**src/rtl/link_pkg.sv**
```systemverilog
// link_pkg: shared types and default constants for the inter-board link receiver.
package link_pkg;

    // Receiver sequencing states
    typedef enum logic [1:0] {
        IDLE   = 2'd0,
        ARMED  = 2'd1,
        FLIGHT = 2'd2
    } link_rx_state_t;

    localparam int SYNC_STAGES_DEF    = 2;
    localparam int STABLE_CYCLES_DEF  = 16;
    localparam int TIMEOUT_CYCLES_DEF = 600_000_000;   // 10 s at 60 MHz
    localparam int POWER_W            = 4;

endpackage

```
**src/rtl/link_filter.sv**
```systemverilog
// link_filter: SYNC_STAGES-deep synchroniser followed by a stability filter.
// The output only takes a new value after STABLE_CYCLES consecutive equal
// synchronised samples; for a bus, any bit change restarts the whole count,
// so the bus updates atomically.
module link_filter #(
    parameter int WIDTH         = 1,
    parameter int SYNC_STAGES   = 2,
    parameter int STABLE_CYCLES = 16
) (
    input  logic             clk,
    input  logic             rst,
    input  logic [WIDTH-1:0] i_d,
    output logic [WIDTH-1:0] o_q
);

    localparam int             CW      = (STABLE_CYCLES > 1) ? $clog2(STABLE_CYCLES) : 1;
    localparam logic [CW-1:0]  CNT_MAX = CW'(STABLE_CYCLES - 1);

    logic [SYNC_STAGES-1:0][WIDTH-1:0] r_sync;
    logic [WIDTH-1:0]                  w_sync;
    logic [WIDTH-1:0]                  r_cand;
    logic [WIDTH-1:0]                  w_cand_nxt;
    logic [CW-1:0]                     r_cnt;
    logic [CW-1:0]                     w_cnt_nxt;
    logic [WIDTH-1:0]                  r_q;

    assign w_sync = r_sync[SYNC_STAGES-1];
    assign o_q    = r_q;

    // Synchroniser chain: element 0 samples the raw line
    always_ff @(posedge clk or posedge rst) begin
        if (rst) begin
            r_sync <= '0;
        end else begin
            r_sync <= {r_sync[SYNC_STAGES-2:0], i_d};
        end
    end

    // Next candidate / saturating stability count
    always_comb begin
        w_cand_nxt = r_cand;
        w_cnt_nxt  = r_cnt;
        if (w_sync != r_cand) begin
            w_cand_nxt = w_sync;
            w_cnt_nxt  = '0;
        end else if (r_cnt != CNT_MAX) begin
            w_cnt_nxt = r_cnt + 1'b1;
        end else begin
            w_cnt_nxt = r_cnt;
        end
    end

    // Candidate, count and filtered output registers
    always_ff @(posedge clk or posedge rst) begin
        if (rst) begin
            r_cand <= '0;
            r_cnt  <= '0;
            r_q    <= '0;
        end else begin
            r_cand <= w_cand_nxt;
            r_cnt  <= w_cnt_nxt;
            if (w_cnt_nxt == CNT_MAX) begin
                r_q <= w_cand_nxt;
            end else begin
                r_q <= r_q;
            end
        end
    end

endmodule

```
**src/rtl/link_rx.sv**
```systemverilog
// link_rx: receiver for the inter-board game link. Filters the peer lines,
// turns the throw flag into start/end pulses and latches the thrown power.
// Optional feature macro: LINK_RX_TIMEOUT_EN (flight timeout + sticky link_err).
module link_rx
    import link_pkg::*;
#(
    parameter int SYNC_STAGES    = SYNC_STAGES_DEF,
    parameter int STABLE_CYCLES  = STABLE_CYCLES_DEF,
    parameter int TIMEOUT_CYCLES = TIMEOUT_CYCLES_DEF
) (
    input  logic               clk60MHz,
    input  logic               rst,
    input  logic               in_player1_ready,
    input  logic               in_player2_ready,
    input  logic [POWER_W-1:0] in_power,
    input  logic               in_throw_flag,
    output logic               rx_player1_ready,
    output logic               rx_player2_ready,
    output logic               rx_throw_flag,
    output logic [POWER_W-1:0] rx_power,
    output logic               throw_start,
    output logic               throw_end,
    output logic               link_err
);

    // Filtered values are not trustworthy until the synchroniser and filter
    // have seen real samples; IDLE waits out this window so a flag that is
    // already high at reset release cannot look like a fresh low level.
    localparam int             HOLD     = SYNC_STAGES + STABLE_CYCLES;
    localparam int             HW       = $clog2(HOLD + 1);
    localparam logic [HW-1:0]  HOLD_MAX = HW'(HOLD);

    link_rx_state_t     r_state;
    logic [POWER_W-1:0] w_power;
    logic [POWER_W-1:0] r_pow_d;
    logic [POWER_W-1:0] r_rx_power;
    logic               w_flag;
    logic               r_start;
    logic               r_end;
    logic [HW-1:0]      r_hold;
    logic               w_hold_done;
    logic               w_timeout;
    logic               w_enter_flight;

    link_filter #(.WIDTH(1), .SYNC_STAGES(SYNC_STAGES), .STABLE_CYCLES(STABLE_CYCLES)) u_flt_p1 (
        .clk(clk60MHz), .rst(rst), .i_d(in_player1_ready), .o_q(rx_player1_ready)
    );

    link_filter #(.WIDTH(1), .SYNC_STAGES(SYNC_STAGES), .STABLE_CYCLES(STABLE_CYCLES)) u_flt_p2 (
        .clk(clk60MHz), .rst(rst), .i_d(in_player2_ready), .o_q(rx_player2_ready)
    );

    link_filter #(.WIDTH(1), .SYNC_STAGES(SYNC_STAGES), .STABLE_CYCLES(STABLE_CYCLES)) u_flt_flag (
        .clk(clk60MHz), .rst(rst), .i_d(in_throw_flag), .o_q(w_flag)
    );

    link_filter #(.WIDTH(POWER_W), .SYNC_STAGES(SYNC_STAGES), .STABLE_CYCLES(STABLE_CYCLES)) u_flt_pow (
        .clk(clk60MHz), .rst(rst), .i_d(in_power), .o_q(w_power)
    );

    assign rx_throw_flag  = w_flag;
    assign rx_power       = r_rx_power;
    assign throw_start    = r_start;
    assign throw_end      = r_end;
    assign w_hold_done    = (r_hold == HOLD_MAX);
    assign w_enter_flight = (r_state == ARMED) && w_flag;

    // Post-reset settling window counter (saturates once done)
    always_ff @(posedge clk60MHz or posedge rst) begin
        if (rst) begin
            r_hold <= '0;
        end else if (r_hold != HOLD_MAX) begin
            r_hold <= r_hold + 1'b1;
        end else begin
            r_hold <= r_hold;
        end
    end

`ifdef LINK_RX_TIMEOUT_EN
    localparam logic [29:0] TO_LAST = 30'(TIMEOUT_CYCLES - 1);

    logic [29:0] r_flight_cnt;
    logic        r_link_err;

    assign w_timeout = (r_flight_cnt >= TO_LAST);
    assign link_err  = r_link_err;

    // Flight length counter and sticky timeout error
    always_ff @(posedge clk60MHz or posedge rst) begin
        if (rst) begin
            r_flight_cnt <= 30'd0;
            r_link_err   <= 1'b0;
        end else begin
            if (w_enter_flight) begin
                r_flight_cnt <= 30'd0;
            end else if ((r_state == FLIGHT) && (r_flight_cnt != 30'h3FFF_FFFF)) begin
                r_flight_cnt <= r_flight_cnt + 30'd1;
            end else begin
                r_flight_cnt <= r_flight_cnt;
            end
            if ((r_state == FLIGHT) && w_flag && w_timeout) begin
                r_link_err <= 1'b1;
            end else begin
                r_link_err <= r_link_err;
            end
        end
    end
`else
    assign w_timeout = 1'b0;
    assign link_err  = 1'b0;
`endif

    // Throw sequencer with registered pulses and power latch. The latch uses
    // the power value held one cycle earlier, so a power update landing on
    // the same edge as the flag rise is not picked up.
    always_ff @(posedge clk60MHz or posedge rst) begin
        if (rst) begin
            r_state    <= IDLE;
            r_pow_d    <= '0;
            r_rx_power <= '0;
            r_start    <= 1'b0;
            r_end      <= 1'b0;
        end else begin
            r_pow_d <= w_power;
            r_start <= 1'b0;
            r_end   <= 1'b0;
            case (r_state)
                IDLE: begin
                    if (w_hold_done && !w_flag) begin
                        r_state <= ARMED;
                    end else begin
                        r_state <= IDLE;
                    end
                end
                ARMED: begin
                    if (w_flag) begin
                        r_rx_power <= r_pow_d;
                        r_start    <= 1'b1;
                        r_state    <= FLIGHT;
                    end else begin
                        r_state <= ARMED;
                    end
                end
                FLIGHT: begin
                    if (!w_flag) begin
                        r_end   <= 1'b1;
                        r_state <= ARMED;
                    end else if (w_timeout) begin
                        r_state <= IDLE;
                    end else begin
                        r_state <= FLIGHT;
                    end
                end
                default: begin
                    r_state <= IDLE;
                end
            endcase
        end
    end

endmodule

```
**config.mk**
```make
export PLATFORM = sky130hd
export DESIGN_NAME = link_rx
export DESIGN_NICKNAME = d
export VERILOG_FILES = /design/src/rtl/link_pkg.sv /design/src/rtl/link_filter.sv /design/src/rtl/link_rx.sv
export SDC_FILE = /design/constraint.sdc
export NUM_CORES = 1
export LEC_CHECK = 0
export ABC_AREA = 1
export CORE_MARGIN = 2
export CORE_UTILIZATION = 40
export CTS_CLUSTER_DIAMETER = 120
export DETAILED_ROUTE_END_ITERATION = 10
export GPL_TIMING_DRIVEN = 1
export PLACE_DENSITY = 0.57
export SYNTH_ARGS = -nofsm -noshare
export SYNTH_HDL_FRONTEND = slang
export SYNTH_HIERARCHICAL = 1
export SYNTH_SLANG_ARGS = --single-unit
```
**constraint.sdc**
```tcl
create_clock -name clk60MHz -period 1.35 [get_ports clk60MHz]
set_clock_uncertainty 0.1 [all_clocks]
set_input_delay 0.135 -clock clk60MHz [delete_from_list [all_inputs] [get_ports clk60MHz]]
set_output_delay 0.135 -clock clk60MHz [all_outputs]
set_load 0.03 [all_outputs]
```
### Word level (Yosys, flattened, before mapping)

Index checks and enable logic that the tools add are counted.

* register bits: 61
* input port bits: 9
* output and inout bits: 10
* word-level logic and storage cells: 71

* add/sub/neg operators: 5
* equality and inequality tests: 16
* multiplexer cells: 19
* reductions and logical operators: 5

Operators with widths (number)
* two-way mux 4 bit: 9
* adder 4 x 1 -> 4 bit, second input constant: 4
* equality test 4 bit, second input constant: 4
* != test 4 bit, second input constant: 4
* two-way mux 1 bit: 8
* adder 5 x 1 -> 5 bit, second input constant: 1
* equality test 5 bit, second input constant: 1
* != test 5 bit, second input constant: 1
* != test 4 bit: 1
* case mux 2 bit (2 select lines): 1
* != test 1 bit: 3
* equality test 2 x 1 -> 1 bit, second input constant: 1
* equality test 2 bit, second input constant: 1
* logical NOT 2 bit: 1
* two-way mux 2 bit: 1
* AND reduction 2 bit: 1
* OR reduction 2 bit: 1
* logical AND 1 bit: 1
* logical NOT 1 bit: 1

### Logic depth before layout (Yosys ltp)

Gate-level depths: netlist of the first run.

* depth after elaboration: 4
* depth in mapped cells: 9
* depth with buffers taken out: 9

### Modules after synthesis

Netlist of the first run, hierarchy kept.

By module, submodules not included
* link_filter (u_flt_flag ...): instances 3, cells an instance 45, area an instance 392.9 um^2, sequential area each 200.2 um^2
* link_filter (u_flt_pow): instances 1, cells an instance 88, area an instance 833.3 um^2, sequential area each 500.5 um^2
* link_rx: instances 1, cells an instance 67, area an instance 701.9 um^2, sequential area each 425.4 um^2

### Least setup slack after synthesis of the first run

Ideal clock, no wire load.

* path type: reg2reg
* start: register u_flt_pow.r_cnt[0]
* end: register u_flt_pow.r_q[1], in the netlist u_flt_pow/o_q[1]
* setup time: 116 ps
* arrival time: 1276 ps
* data required time: 1134 ps
* path slack: -142 ps
* cell stages (with the launch flop): 10
* path buffers: 0
* period minus slack after synthesis: 1492 ps
* path through: dfrtp_1 ha_1 nand3_1 nand2_1 nand2_1 nand2_2 nor2_4 nand2_4 nand2_1 nand2_1

* longest elaborated chain between the ends: 4
* elaborated cells between the ends (all ways): 5
* classes of those cells: 1 x add/sub; 2 x eq/ne; 2 x mux

RTL lines
* start, declared: line link_filter.sv:23 `logic [CW-1:0] r_cnt;`
* start signal, assigned: line link_filter.sv:61 `r_cnt <= w_cnt_nxt;`
* adder 4 x 1 -> 4 bit or != test 4 bit (tied branches): line link_filter.sv:47, link_filter.sv:46
* two-way mux 4 bit *: line link_filter.sv:46 `end else if (r_cnt != CNT_MAX) begin`
* two-way mux 4 bit *: line link_filter.sv:43 `if (w_sync != r_cand) begin`
* equality test 4 bit *: line link_filter.sv:62 `if (w_cnt_nxt == CNT_MAX) begin`
* end signal, assigned: line link_filter.sv:63 `r_q <= w_cand_nxt;`
* end signal, assigned: line link_filter.sv:65 `r_q <= r_q;`
* end, declared: line link_filter.sv:25 `logic [WIDTH-1:0] r_q;`

Mark *: on every way between the ends. The rest lies on a longest branch, timed or not.
A chain may end at the register's enable or synchronous reset.

### Worst setup path in the final report of the first run

Same ends and word-level chain as after synthesis.

==> impl_metrics.ini, run 1 <==
[run_status]
status = finished with violations
failed_checks = negative setup slack

[global_route]
grtUsageTotal_pct = 13.8
grt_first_pass_wirelength_um = 8020
overflow = 0
antenna_found_initial = 0
first_global_vias = 1887
grt_max_degree = 21

[sta]
layout_setup_ws_ns = -0.0633
slew_violations = 0
setup-tns-final_ns = -0.357
post-route-min-period_ns = 1.41
hold_viol = 0
fmaxAchievable_ghz = 0.708
setup_viol = 7
post-route-period-util_pct = 105
rsz0062_at_grt = true

[critical_path]
cp_data_arrival_time_ns = 1.54
regToRegSetupSlack_ns = -0.06
crit_fanout = 6
endpoint_kind = flop
worstRegToRegCells = 9
reg2reg_to = u_flt_pow/o_q[1]
crit_top_cell = nand2_2
max_stage_delay_ns = 0.41
crit_chain = ha_4 > nand3_4 > nand2_2 > nand2_2 > nand2_2 > nor2_4 > nand2_4 > nand2_1 > nand2_1
cp_slowest_cell = dfrtp_1
worstSetupStartpointType = flop
r2r_start = u_flt_pow/r_cnt[0]
crit_type = reg -> reg
crit_start = u_flt_pow/r_cnt[0]
worstPathRequired_ns = 1.47
crit_path_end = u_flt_pow/o_q[1]

[drt]
wl_per_cell_um = 10.2
drc = 0
maxUsedRoutingLayer = met4
wl_met3_um = 184
ant_nets = 0
met1Wirelength_um = 1990
met2_length_um = 2160
vias = 1884
vias_per_cell = 4.38
wirelength_um = 4380
dr.pass1.iters = 4
drtIter0Drc = 69

[clock_tree]
cts_made_buffers = 9
clk_pin_slew_ns = 0.07
cts_tree = done
cts_buffer_depth = 2
root_buffer = clkbuf_8
htree_levels = 3
cts_hold_buf = 0
clock-sinks = 61
clock_insertion_delay_worst_skew_ns = 0.33

[synthesis]
ys_seq_area_share_pct = 56.2
ys_seq_elements = 61
ys_warn_count = 6
netlist_area_um2 = 2710
synth.distinct_cells = 26
synth_nets = 315
syn_inst = 290
syn_area_per_cell_um2 = 9.36

[floorplanning]
start_util_pct = 40.6
die_h_um = 86.4
die_w_um = 86.4
num_rows = 30
die_area_um2 = 7460
core_area_um2 = 6680
io_pins = 19

[power]
p_leak_nw = 1.94
p_per_area_nw_per_um2 = 1390
vdd_ir_drop_max_uv = 786

[finish]
antennaDiodeCount = 0
fin_area_um2 = 3590
fillers = 602
utilization_pct = 53.8
drive_above_1_share_pct = 30.0
syn_to_final_growth_pct = 32.4
final_nets = 370

[placed_design]
hpwl_um = 3150
io_buffers = 17
gp_congestion = 0.826
dpl-instance-area_um2 = 3190

[hold_path]
hold_path_class = in -> async

[flow_run]
cap_violations = 0
-- stage by stage --
step	hold slack, ns	setup WS (ns)	cells	total power [mW]
after detailed placement	0.236	-0.0895	402	2.86
after global placement	0.231	-0.0691	402	2.85
after floorplan	-0.149	-0.0101	290	2.54
final	0.123	-0.0633	430	4.99
after global routing	0.121	-0.176	430	5.29
after CTS	0.117	-0.0692	425	5.02
-- critical path: cells and delay by family, from the launching register on --
family        cells  cell delay [ns]
flops             1             0.41
fa+ha+maj         1             0.20
simple gates      8             0.60
-- per-layer routing --
metal / global-route usage (%) / vias to the layer above
li1: - / 984
met1: 16.5 / 869
met2: 22.9 / 26
met3: 5.43 / 5
met4: 4.69 / 0
met5: 0 / -
-- area by class of cell --
class	instances	area (um^2)	share of cell area [%]
clock buffers	12	145	4.04
flip-flops and latches	61	1530	42.5
multi-input cells	166	1090	30.4
repair buffers	49	402	11.2
clock inverters	4	95.1	2.65
well taps	80	100	2.79
inverters	58	231	6.44
-- cell usage in the layout, fill, tap and decap left out, types with 2 or more instances in the layout --
master,n
nand2_2,12
ha_1,9
ha_4,7
nand3_1,21
o21ai_2,3
clkbuf_8,10
nor2_1,7
inv_1,52
clkdlybuf4s50_1,8
buf_4,31
xnor2_1,3
inv_2,2
clkdlybuf4s15_1,2
dfrtp_1,61
o21a_1,3
clkbuf_1,2
nand2_1,64
dlygate4sd2_1,2
nand4_1,2
nor2_2,13
nand3_2,6
bufinv_16,3
a21oi_1,5
clkinvlp_4,3
clkbuf_2,4
or2_2,3
-- cells in the mapped netlist (all sizes together) --
library cell | instances | share of area (%)
nor2 | 22 | 4.9
a21oi | 5 | 0.92
nand3 | 28 | 5.9
clkbuf | 4 | 0.55
dfrtp | 61 | 56
nand4 | 2 | 0.46
conb | 1 | 0.14
ha | 16 | 7.4
o21ai | 3 | 0.55
buf | 1 | 0.28
a31oi | 1 | 0.23
or2 | 4 | 0.92
clkinvlp | 3 | 0.55
nand2 | 77 | 11
inv | 55 | 7.6
xor2 | 1 | 0.32
o21a | 3 | 0.83
xnor2 | 3 | 0.97
-- flip-flops by register name, summed over array words and instances (netlist names), 2 cells and up --
signal,flops
u_flt_pow/r_cnt,4
u_flt_pow/w_sync,4
r_state,2
r_pow_d,4
rx_power,4
u_flt_pow/o_q,4
u_flt_p1/r_cnt,4
u_flt_p2/r_cnt,4
u_flt_pow/r_cand,4
u_flt_flag/r_cnt,4
u_flt_pow/r_sync,4
r_hold,5
-- how the worst min path moves through the flow --
stage,start,endpoint,slack [ns],cells past startpoint
6_report,rst,u_flt_p2/r_cand,0.12,2
2_1_floorplan,rst,u_flt_flag/o_q,-0.15,1
4_1_cts,in_power[3],u_flt_pow/r_sync[3],0.12,1
5_1_grt,in_power[3],u_flt_pow/r_sync[3],0.12,1
3_5_place_dp,u_flt_p2/r_sync[0],u_flt_p2/w_sync,0.24,0
3_3_place_gp,u_flt_pow/r_sync[2],u_flt_pow/w_sync[2],0.23,0
-- power breakdown --
group / leakage (nW) / internal (mW) / total [mW] / switching, mW
clock network: 0.121 / 1.28 / 1.93 / 0.651
registers: 0.781 / 1.96 / 2.08 / 0.122
logic: 1.04 / 0.526 / 0.979 / 0.452
total: 1.94 / 3.76 / 4.99 / 1.23
-- repair_timing --
action,CTS,global route
buffers inserted,7,6
pin swaps,24,11
endpoints found under the setup margin,16,19
endpoints found under the hold margin,0,0
gates resized for setup,25,20
-- cell families (layout without fill, tap and decap cells) --
| group | after synthesis | count (layout) | synth area share (%) |
|---|---|---|---|
| AND/OR/NAND/NOR | 133 | 133 | 23.4 |
| adder cells (fa/ha/maj) | 16 | 16 | 7.38 |
| AO/OA/AOI/OAI | 12 | 12 | 2.54 |
| buffers and inverters | 63 | 123 | 8.99 |
| XOR/XNOR | 4 | 4 | 1.29 |
| other | 1 | 1 | 0.138 |
| flip-flops | 61 | 61 | 56.2 |
Note: power is estimated with default switching activity, not from simulation.
==> inputs of run 2 (changes only) <==
Settings changed: CORE_ASPECT_RATIO set to 2, CORE_MARGIN 2 to 8.
==> impl_metrics.ini, run 2 (synthesis gave the netlist of run 1 again) <==
[run_status]
status = finished with violations
failed_checks = negative setup slack

[sta]
hold_viol = 0
setup_viol = 8
slew_violations = 0
rsz0062_at_grt = true
post-route-period-util_pct = 106
fmaxAchievable_ghz = 0.701
post-route-min-period_ns = 1.43
layout_setup_ws_ns = -0.0771

[finish]
largest_reg_flops = 5
antennaDiodeCount = 0
fillers = 609
largest-register = r_hold
syn_to_final_growth_pct = 37.7
final_nets = 368
drive_above_1_share_pct = 31.1
final_cell_count_no_fill = 435
layout_commonest_cell = nand2_1
utilization_pct = 56.4
final_cell_mix = nand2_1 (63), dfrtp_1 (61), inv_1 (51)
fin_area_um2 = 3740

[power]
vdd_ir_drop_max_uv = 960
p_per_area_nw_per_um2 = 1540
p_leak_nw = 1.98

[critical_path]
crit_type = reg -> reg
worstPathRequired_ns = 1.46
endpoint_kind = flop
cp_data_arrival_time_ns = 1.54
worstSetupStartpointType = flop
crit_fanout = 4

[drt]
maxUsedRoutingLayer = met4
met1Wirelength_um = 1760
met2_length_um = 2850
ant_nets = 0
vias = 1951
wl_per_cell_um = 11.7
wl_met3_um = 226
wirelength_um = 5080
drc = 0
dr.pass1.iters = 4
drtIter0Drc = 67
vias_per_cell = 4.49

[clock_tree]
clk_pin_slew_ns = 0.05
cts_made_buffers = 9
clock_insertion_delay_worst_skew_ns = 0.33
cts_tree = done
htree_levels = 3
root_buffer = clkbuf_16
clock-sinks = 61
cts_buffer_depth = 2
cts_hold_buf = 0

[flow_run]
cap_violations = 0

[global_route]
antenna_found_initial = 0
grt_max_degree = 21
grt_first_pass_wirelength_um = 8540
grtUsageTotal_pct = 11.7
first_global_vias = 2054
overflow = 0

[floorplanning]
start_util_pct = 41.0
core_area_um2 = 6620
io_pins = 19
num_rows = 42
die_h_um = 132
die_area_um2 = 9840
die_w_um = 74.2

[placed_design]
dp_cells = 413
gp_congestion = 0.791
io_buffers = 17
hpwl_um = 3660
dpl-instance-area_um2 = 3210

[hold_path]
hold_path_class = in -> async
run 2: changes by cell type in the layout (fill, tap and decap cells not counted), moves of 3 or more:
cell and delta:
nor2_2 -3, clkbuf_8 -8, nor2_4 +3, nand3_1 -3, clkbuf_16 +9
run 2: area by class of cell:
cell class	count	area (um^2)	share of cell area, %
clock inverter	4	95.1	2.54
multi-input combinational	166	1140	30.4
tap	88	110	2.95
sequential	61	1530	40.8
timing repair buffer	47	388	10.4
inverter	58	229	6.13
clock buffer	11	253	6.76
run 2: what timing repair did:
| item | CTS | global route |
|---|---|---|
| setup buffers | 3 | 4 |
| setup endpoints to repair | 15 | 16 |
| gates resized for setup | 32 | 21 |
| pin swaps | 22 | 11 |
| cloned | 0 | 0 |
run 2: critical path: stages (launching register included):
cell and delay, ns:
dfrtp_1 0.41, ha_4 0.31, o21a_1 0.14, o21ai_2 0.08, nor2_4 0.13, nand2_2 0.06
nand2_2 0.05, nand2_1 0.04
run 2: per-stage QoR:
step	power (mW)	hold WS (ns)	setup WS, ns	setup TNS (ns)
after floorplan	2.54	-0.149	-0.0101	-0.0402
after global placement	2.86	0.233	-0.0928	-0.499
after detailed placement	2.87	0.236	-0.106	-0.612
after CTS	5.76	0.0811	-0.0767	-0.398
after global routing	6.03	0.122	-0.165	-1.14
final	5.74	0.0787	-0.0771	-0.390
run 2: final timing paths:
check | from | to | slack, ns | cells after the start
min in group clk60MHz | in_power[1] | u_flt_pow/r_sync[1] | 0.15 | 1
worst min register to register | u_flt_pow/r_sync[1] | u_flt_pow/w_sync[1] | 0.24 | 0
worst max register to register | u_flt_p1/w_sync | u_flt_p1/o_q | -0.08 | 7
max in group asynchronous | rst | u_flt_pow/w_sync[3] | 0.77 | 3
worst max-delay path | u_flt_p1/w_sync | u_flt_p1/o_q | -0.08 | 7
worst min-delay path | rst | u_flt_flag/r_cnt[0] | 0.08 | 2
run 2: power by group:
part	internal (mW)	total (mW)	leakage [nW]	switching, mW
logic	0.530	1.02	1.03	0.493
clock network	1.88	2.62	0.172	0.740
registers	1.97	2.09	0.781	0.128
run 2: per-layer routing:
metal  GRT usage, %  up-vias
met5              0        -
met4           9.56        0
met3           5.00       15
met2           19.7       33
met1           10.1      925
li1               -      978
==> inputs of run 3 (changes only) <==
Settings changed: CORE_UTILIZATION 40 to 52, HOLD_SLACK_MARGIN set to 0.12, PLACE_DENSITY 0.57 to 0.72.
==> impl_metrics.ini, run 3 (synthesis gave the netlist of run 1 again) <==
[finish]
layout_commonest_cell = nand2_1
final_cell_mix = nand2_1 (62), dfrtp_1 (61), inv_1 (51)
drive_above_1_share_pct = 32.3
fillers = 395
antennaDiodeCount = 0
largest-register = r_hold
syn_to_final_growth_pct = 34.7
final_nets = 379
largest_reg_flops = 5

[critical_path]
path_buf_inv = 0
worstPathRequired_ns = 1.48
max_stage_delay_ns = 0.41
crit_path_end = u_flt_pow/o_q[0]
crit_start = u_flt_pow/r_cnt[0]
crit_fanout = 6
regToRegSetupSlack_ns = -0.06
endpoint_kind = flop
cp_data_arrival_time_ns = 1.55
worstRegToRegCells = 9
cp.depth = 9
crit_chain = ha_4 > nand3_4 > nand2_2 > nand2_1 > nand2_2 > nor2_4 > nand2_4 > nand2_1 > nand2_1
cp_slowest_cell = dfrtp_1
reg2reg_to = u_flt_pow/o_q[0]
crit_type = reg -> reg
crit_top_cell = nand2_1
r2r_start = u_flt_pow/r_cnt[0]
worstSetupStartpointType = flop
cp_top_family = simple AND/OR/NAND/NOR gates

[drt]
vias = 1986
wl_per_cell_um = 12.1
drc = 0
ant_nets = 0
drtIter0Drc = 74
vias_per_cell = 4.76
dr.pass1.iters = 4
wirelength_um = 5040

[run_status]
failed_checks = negative setup slack
status = finished with violations

[power]
p_leak_nw = 1.96
total_power_mw = 4.72
vdd_ir_drop_max_uv = 1220
p_per_area_nw_per_um2 = 1290

[global_route]
grt_first_pass_wirelength_um = 8830
grt_max_degree = 21
grtUsageTotal_pct = 14.5
overflow = 0
antenna_found_initial = 0
first_global_vias = 2099

[sta]
fmaxAchievable_ghz = 0.707
setup_viol = 8
rsz0062_at_grt = true
post-route-min-period_ns = 1.41
slew_violations = 0
layout_setup_ws_ns = -0.0643
hold_viol = 0
post-route-period-util_pct = 105

[floorplanning]
die_w_um = 67.1
start_util_pct = 53.3
die_h_um = 118
num_rows = 37
die_area_um2 = 7930
io_pins = 19
core_area_um2 = 5090

[clock_tree]
root_buffer = clkbuf_8
cts_tree = done
htree_levels = 3
clock-sinks = 61
clock_insertion_delay_worst_skew_ns = 0.34
cts_made_buffers = 9
clk_pin_slew_ns = 0.06
cts_buffer_depth = 2

[placed_design]
io_buffers = 17
preCtsSetupSlack_ns = -0.0882
hpwl_um = 3620
gp_congestion = 0.825

[flow_run]
cap_violations = 0

[hold_path]
hold_path_class = in -> reg
[run 3: cell types whose count changed in the layout (fill, tap and decap cells not counted), moves of 2 or more]
cell,before,now
bufinv_16,3,1
dlygate4sd3_1,0,4
clkbuf_16,9,0
clkbuf_1,0,2
buf_4,29,35
clkbuf_8,2,10
[run 3: worst min path at each step]
stage | from | end | slack, ns | cells past startpoint
5_1_grt | in_player2_ready | u_flt_p2/r_sync[0] | 0.14 | 1
3_3_place_gp | u_flt_p1/r_sync[0] | u_flt_p1/w_sync | 0.23 | 0
6_report | in_power[2] | u_flt_pow/r_sync[2] | 0.15 | 1
3_5_place_dp | u_flt_pow/r_sync[0] | u_flt_pow/w_sync[0] | 0.24 | 0
4_1_cts | in_power[2] | u_flt_pow/r_sync[2] | 0.13 | 1
2_1_floorplan | rst | u_flt_flag/o_q | -0.15 | 1
[run 3: per-layer routing]
layer | vias up | track usage (%) | share of wire [%]
met3 | 10 | 3.50 | 3.6
met5 | - | 0 | 0
met2 | 29 | 25.9 | 58
li1 | 997 | - | -
met4 | 0 | 9.88 | 2.3
met1 | 950 | 13.6 | 36
[run 3: area by class of cell]
type / count / area [um^2] / area share (%)
clock buffers: 12 / 145 / 3.97
inverters: 58 / 229 / 6.26
multi-input cells: 166 / 1150 / 31.5
well taps: 58 / 72.6 / 1.98
flip-flops and latches: 61 / 1530 / 41.8
repair buffers: 58 / 484 / 13.2
clock inverters: 4 / 47.5 / 1.30
[run 3: timing repair]
action | 4_1_cts | 5_1_grt
setup buffers | 11 | 6
hold buffers | 4 | 0
pin swaps | 26 | 7
hold endpoints to repair | 32 | 0
gates resized for setup | 39 | 18
endpoints found under the setup margin | 16 | 18
[run 3: worst reg2reg max path: cells and delay by family (launching register included)]
| kind | cells | cell delay (ns) |
|---|---|---|
| simple gates | 8 | 0.62 |
| flops | 1 | 0.41 |
| fa+ha+maj | 1 | 0.20 |
[run 3: stage by stage]
step | hold slack [ns] | util [%] | instances | cell area [um^2] | setup TNS, ns
4_1_cts | 0.127 | 70.2 | 413 | 3570 | -0.413
3_3_place_gp | 0.231 | 62.2 | 383 | 3170 | -0.383
6_report | 0.147 | 71.8 | 417 | 3660 | -0.422
3_5_place_dp | 0.237 | 62.2 | 383 | 3170 | -0.545
2_1_floorplan | -0.149 | - | 290 | 2780 | -0.0402
5_1_grt | 0.140 | 71.8 | 417 | 3660 | -1.21
[run 3: report_power, final]
| group | switching, mW | internal, mW | leakage, nW |
|---|---|---|---|
| clock network | 0.660 | 0.896 | 0.0964 |
| logic | 0.502 | 0.575 | 1.08 |
| registers | 0.130 | 1.96 | 0.781 |
==> patch 1 (settings of run 3) <==
The package constant `STABLE_CYCLES_DEF` goes from 16 to 8.
--- a/src/rtl/link_pkg.sv
+++ b/src/rtl/link_pkg.sv
@@ -11,3 +11,3 @@
     localparam int SYNC_STAGES_DEF    = 2;
-    localparam int STABLE_CYCLES_DEF  = 16;
+    localparam int STABLE_CYCLES_DEF  = 8;
     localparam int TIMEOUT_CYCLES_DEF = 600_000_000;   // 10 s at 60 MHz
Formal check against the unedited RTL: same outputs for any inputs over 10 cycles, from zero or initial values and one cycle with rst high; that may be too few to reach the edited logic, so the function may still have changed.
==> patch 1 against run 3 <==
- the flow still finishes with violations (setup timing)
- final area shrank 21%
- routed wire length down 26%
- sequential share of layout area is 6.6 points higher
- global-route usage fell by 3.4 points
- synthesized area fell by 11%
- worst setup slack better by 0.015 ns
- via count decreased by 22%
- sequential cell count fell by 5
- power fell by 17%
- combinational power shrank 6%
- largest cell class unchanged
- largest power group unchanged
==> patch 1: results (changes against run 3) <==
stage,metric,value,unit,change
place,placed inst area,0.00265,sq mm,-16%
critical_path,worst path arrival time,1.50,ns,-0.05 ns
synth,"Seq/Total Area, Yosys",58.1,%,+1.8 points
detailed_routing,Iteration-0 DRC Markers,41,,-45%
clocking,H-tree lvl count,2,,-1
finish,NumNets Final,297,,-22%
global_routing,vias in the first global route,1586,,-24%
hold_path,hold path endpoint,u_flt_pow/r_sync[3],,
clocking,number of buffers created by CTS,5,,-4
place,global placement routability congestion,0.763,,-7.5%
clocking,Resized cells post-CTS,20,,-49%
timing,WHS,0.162,ns,+0.0150 ns
place,Inst Count DP,315,,-18%
finish,fraction of layout cells with a size suffix above 1,22.7,%,-9.6 points
clocking,CTS Hold Buffers Added,1,,-3
critical_path,Crit. Startpoint,u_flt_pow/r_cnt[1],,
synth,Unique masters post-synth,27,,+3.8%
global_routing,largest net degree at the start of global routing,20,,-4.8%
critical_path,CP max FO,5,,-1
status,run status,finished with violations,,
finish,Filler Cell Count,388,,-1.8%
clocking,post-CTS setup buffer count,1,,-10
hold_path,Min-Delay Startpoint,in_power[3],,
timing,Final WS setup,-0.0490,ns,+0.0153 ns
status,failing checks,setup timing,,
timing,endpoints failing setup,4,,-4
synth,"top cells by count, synth","nand2_1 (63), dfrtp_1 (56), inv_1 (37)",,
clocking,"Clk pin slew, worst setup/hold paths",0.09,ns,+0.03 ns
## patch 1: cell types whose count changed after synthesis, moves of 5 or more
cell / run 3 / this run
nor2_2: 11 / 6
inv_1: 53 / 37
nand3_1: 24 / 9
nand2_2: 3 / 11
nand2_1: 73 / 63
dfrtp_1: 61 / 56
## patch 1: cell families after synthesis
| kind of cell | synth area share (%) |
|---|---|
| XOR/XNOR | 1.45 |
| buffers and inverters | 7.93 |
| AO/OA/AOI/OAI | 1.81 |
| adder cells (fa/ha/maj) | 8.29 |
| AND/OR/NAND/NOR | 22.3 |
| other | 0.155 |
| flip-flops | 58.1 |
## patch 1: area by class of cell
| class | count | area [sq um] | area share [%] |
|---|---|---|---|
| inverters | 43 | 164 | 5.65 |
| flip-flops and latches | 56 | 1400 | 48.3 |
| multi-input cells | 140 | 943 | 32.5 |
| repair buffers | 26 | 233 | 8.03 |
| well taps | 55 | 68.8 | 2.37 |
| clock buffers | 6 | 72.6 | 2.50 |
| clock inverters | 2 | 16.3 | 0.561 |
## patch 1: metal layers
metal / track usage [%] / vias up / share of wire (%)
li1: - / 787 / -
met1: 10.6 / 735 / 36
met2: 21.3 / 20 / 59
met3: 2.59 / 6 / 3.4
met4: 5.28 / 0 / 2.0
met5: 0 / - / 0
## patch 1: power by group
group          leakage, nW  internal, mW  switching [mW]
Combinational        0.822         0.436           0.578
Clock               0.0414         0.370           0.501
Sequential           0.711          1.87           0.166
Total                 1.57          2.67            1.24
## patch 1: worst reg2reg max path, delay by kind of cell, from the launching register on
| family | cells | cell delay, ns |
|---|---|---|
| buffers and inverters | 1 | 0.10 |
| AND/OR/NAND/NOR | 7 | 0.49 |
| adder cells (fa/ha/maj) | 1 | 0.20 |
| flip-flops | 1 | 0.42 |
==> patch 2 (settings of run 3) <==
Made on the original files. Re-encode `link_rx_state_t` (3 states) as one-hot, 3 bits wide.
--- a/src/rtl/link_pkg.sv
+++ b/src/rtl/link_pkg.sv
@@ -4,6 +4,6 @@
     // Receiver sequencing states
-    typedef enum logic [1:0] {
-        IDLE   = 2'd0,
-        ARMED  = 2'd1,
-        FLIGHT = 2'd2
+    typedef enum logic [2:0] {
+        IDLE   = 3'b001,
+        ARMED  = 3'b010,
+        FLIGHT = 3'b100
     } link_rx_state_t;
Behaviour: same outputs for any inputs over 10 cycles, from zero or initial values and one cycle with rst high; not proved beyond that.
==> patch 2 against run 3 <==
- the run still ends with setup timing left
- critical path depth down 1
- global-route usage down 0.98 points
- die area up 1.6%
- final area up 1.4%
- sequential power up 5%
- power up 9.1%
- synthesized area up 1.9%
- worst setup slack worse by 0.017 ns
- routed wire length down 1.3%
- final cell count up 0.96%
- sequential cell count up 1
==> patch 2: results (changes against run 3) <==
stage,metric,value,unit,change
detailed_routing,met2 WL,2900,um,-0.34%
synth,adder-cell share of the synthesized area,5.43,%,-1.9 points
status,failing checks,setup timing,,
timing,Final WS setup,-0.0814,ns,-0.0170 ns
synth,"Avg Cell Area, Syn",9.25,sq um,-1.1%
synth,Synth Area in Compound Gates,2.67,%,+0.13 points
global_routing,first-pass GRT wire length,8430,um,-4.5%
power,Leak,1.99,nW,+1.4%
detailed_routing,final wirelength,4970,um,-1.3%
detailed_routing,Vias/cell,4.79,,+0.65%
power,Max VDD drop,1.28,mV,+4.6%
detailed_routing,Vias,2018,,+1.6%
place,global placement routability congestion,0.765,,-7.3%
finish,Filler Cell Count,389,,-1.5%
place,Place WS,-0.0962,ns,-0.00797 ns
status,run status,finished with violations,,
synth,syn nets,320,,+1.6%
global_routing,met3 usage,4.51,%,+1.0 points
detailed_routing,met3 wire len,190,um,+5.6%
global_routing,GRT met2 Usage,24.6,%,-1.3 points
synth,"top cells by area, synth","dfrtp_1 (55%), nand2_1 (11%), inv_1 (6.9%)",,
synth,Post-Synth XOR/XNOR Area,0.950,%,-0.34 points
timing,endpoints failing setup,7,,-1
hold_path,hold path endpoint,u_flt_p1/r_sync[0],,
synth,Unique masters post-synth,29,,+12%
timing,WHS,0.144,ns,-0.00287 ns
timing,setup TNS,-0.398,ns,+0.0235 ns
place,Inst Count DP,390,,+1.8%
clocking,Resized cells post-CTS,30,,-23%
## patch 2: cell count changes after synthesis, moves of 2 or more
| cell | delta |
|---|---|
| nand2_1 | +6 |
| ha_1 | -4 |
| nor2_1 | +4 |
| xnor2_1 | -3 |
| inv_1 | -2 |
| xor2_1 | +2 |
## patch 2: logic make-up after synthesis
family | after synthesis
and+or+nand+nor | 147
DFF | 62
buffers and inverters | 61
AOI/OAI and AO/OA | 13
adders and majority gates | 12
xor gates and xnor gates | 3
other | 1
## patch 2: area by class of cell
cell class	instances	area share, %
clock buffers	11	4.08
inverters	56	6.18
repair buffers	53	12.0
clock inverters	5	2.19
flip-flops and latches	62	41.9
multi-input cells	176	31.7
well taps	58	1.96
## patch 2: power breakdown
group | internal [mW] | total [mW] | leakage, nW | switching [mW]
Clock | 1.14 | 1.81 | 0.116 | 0.670
Sequential | 2.03 | 2.20 | 0.795 | 0.174
Combinational | 0.598 | 1.14 | 1.08 | 0.545
Total | 3.76 | 5.15 | 1.99 | 1.39
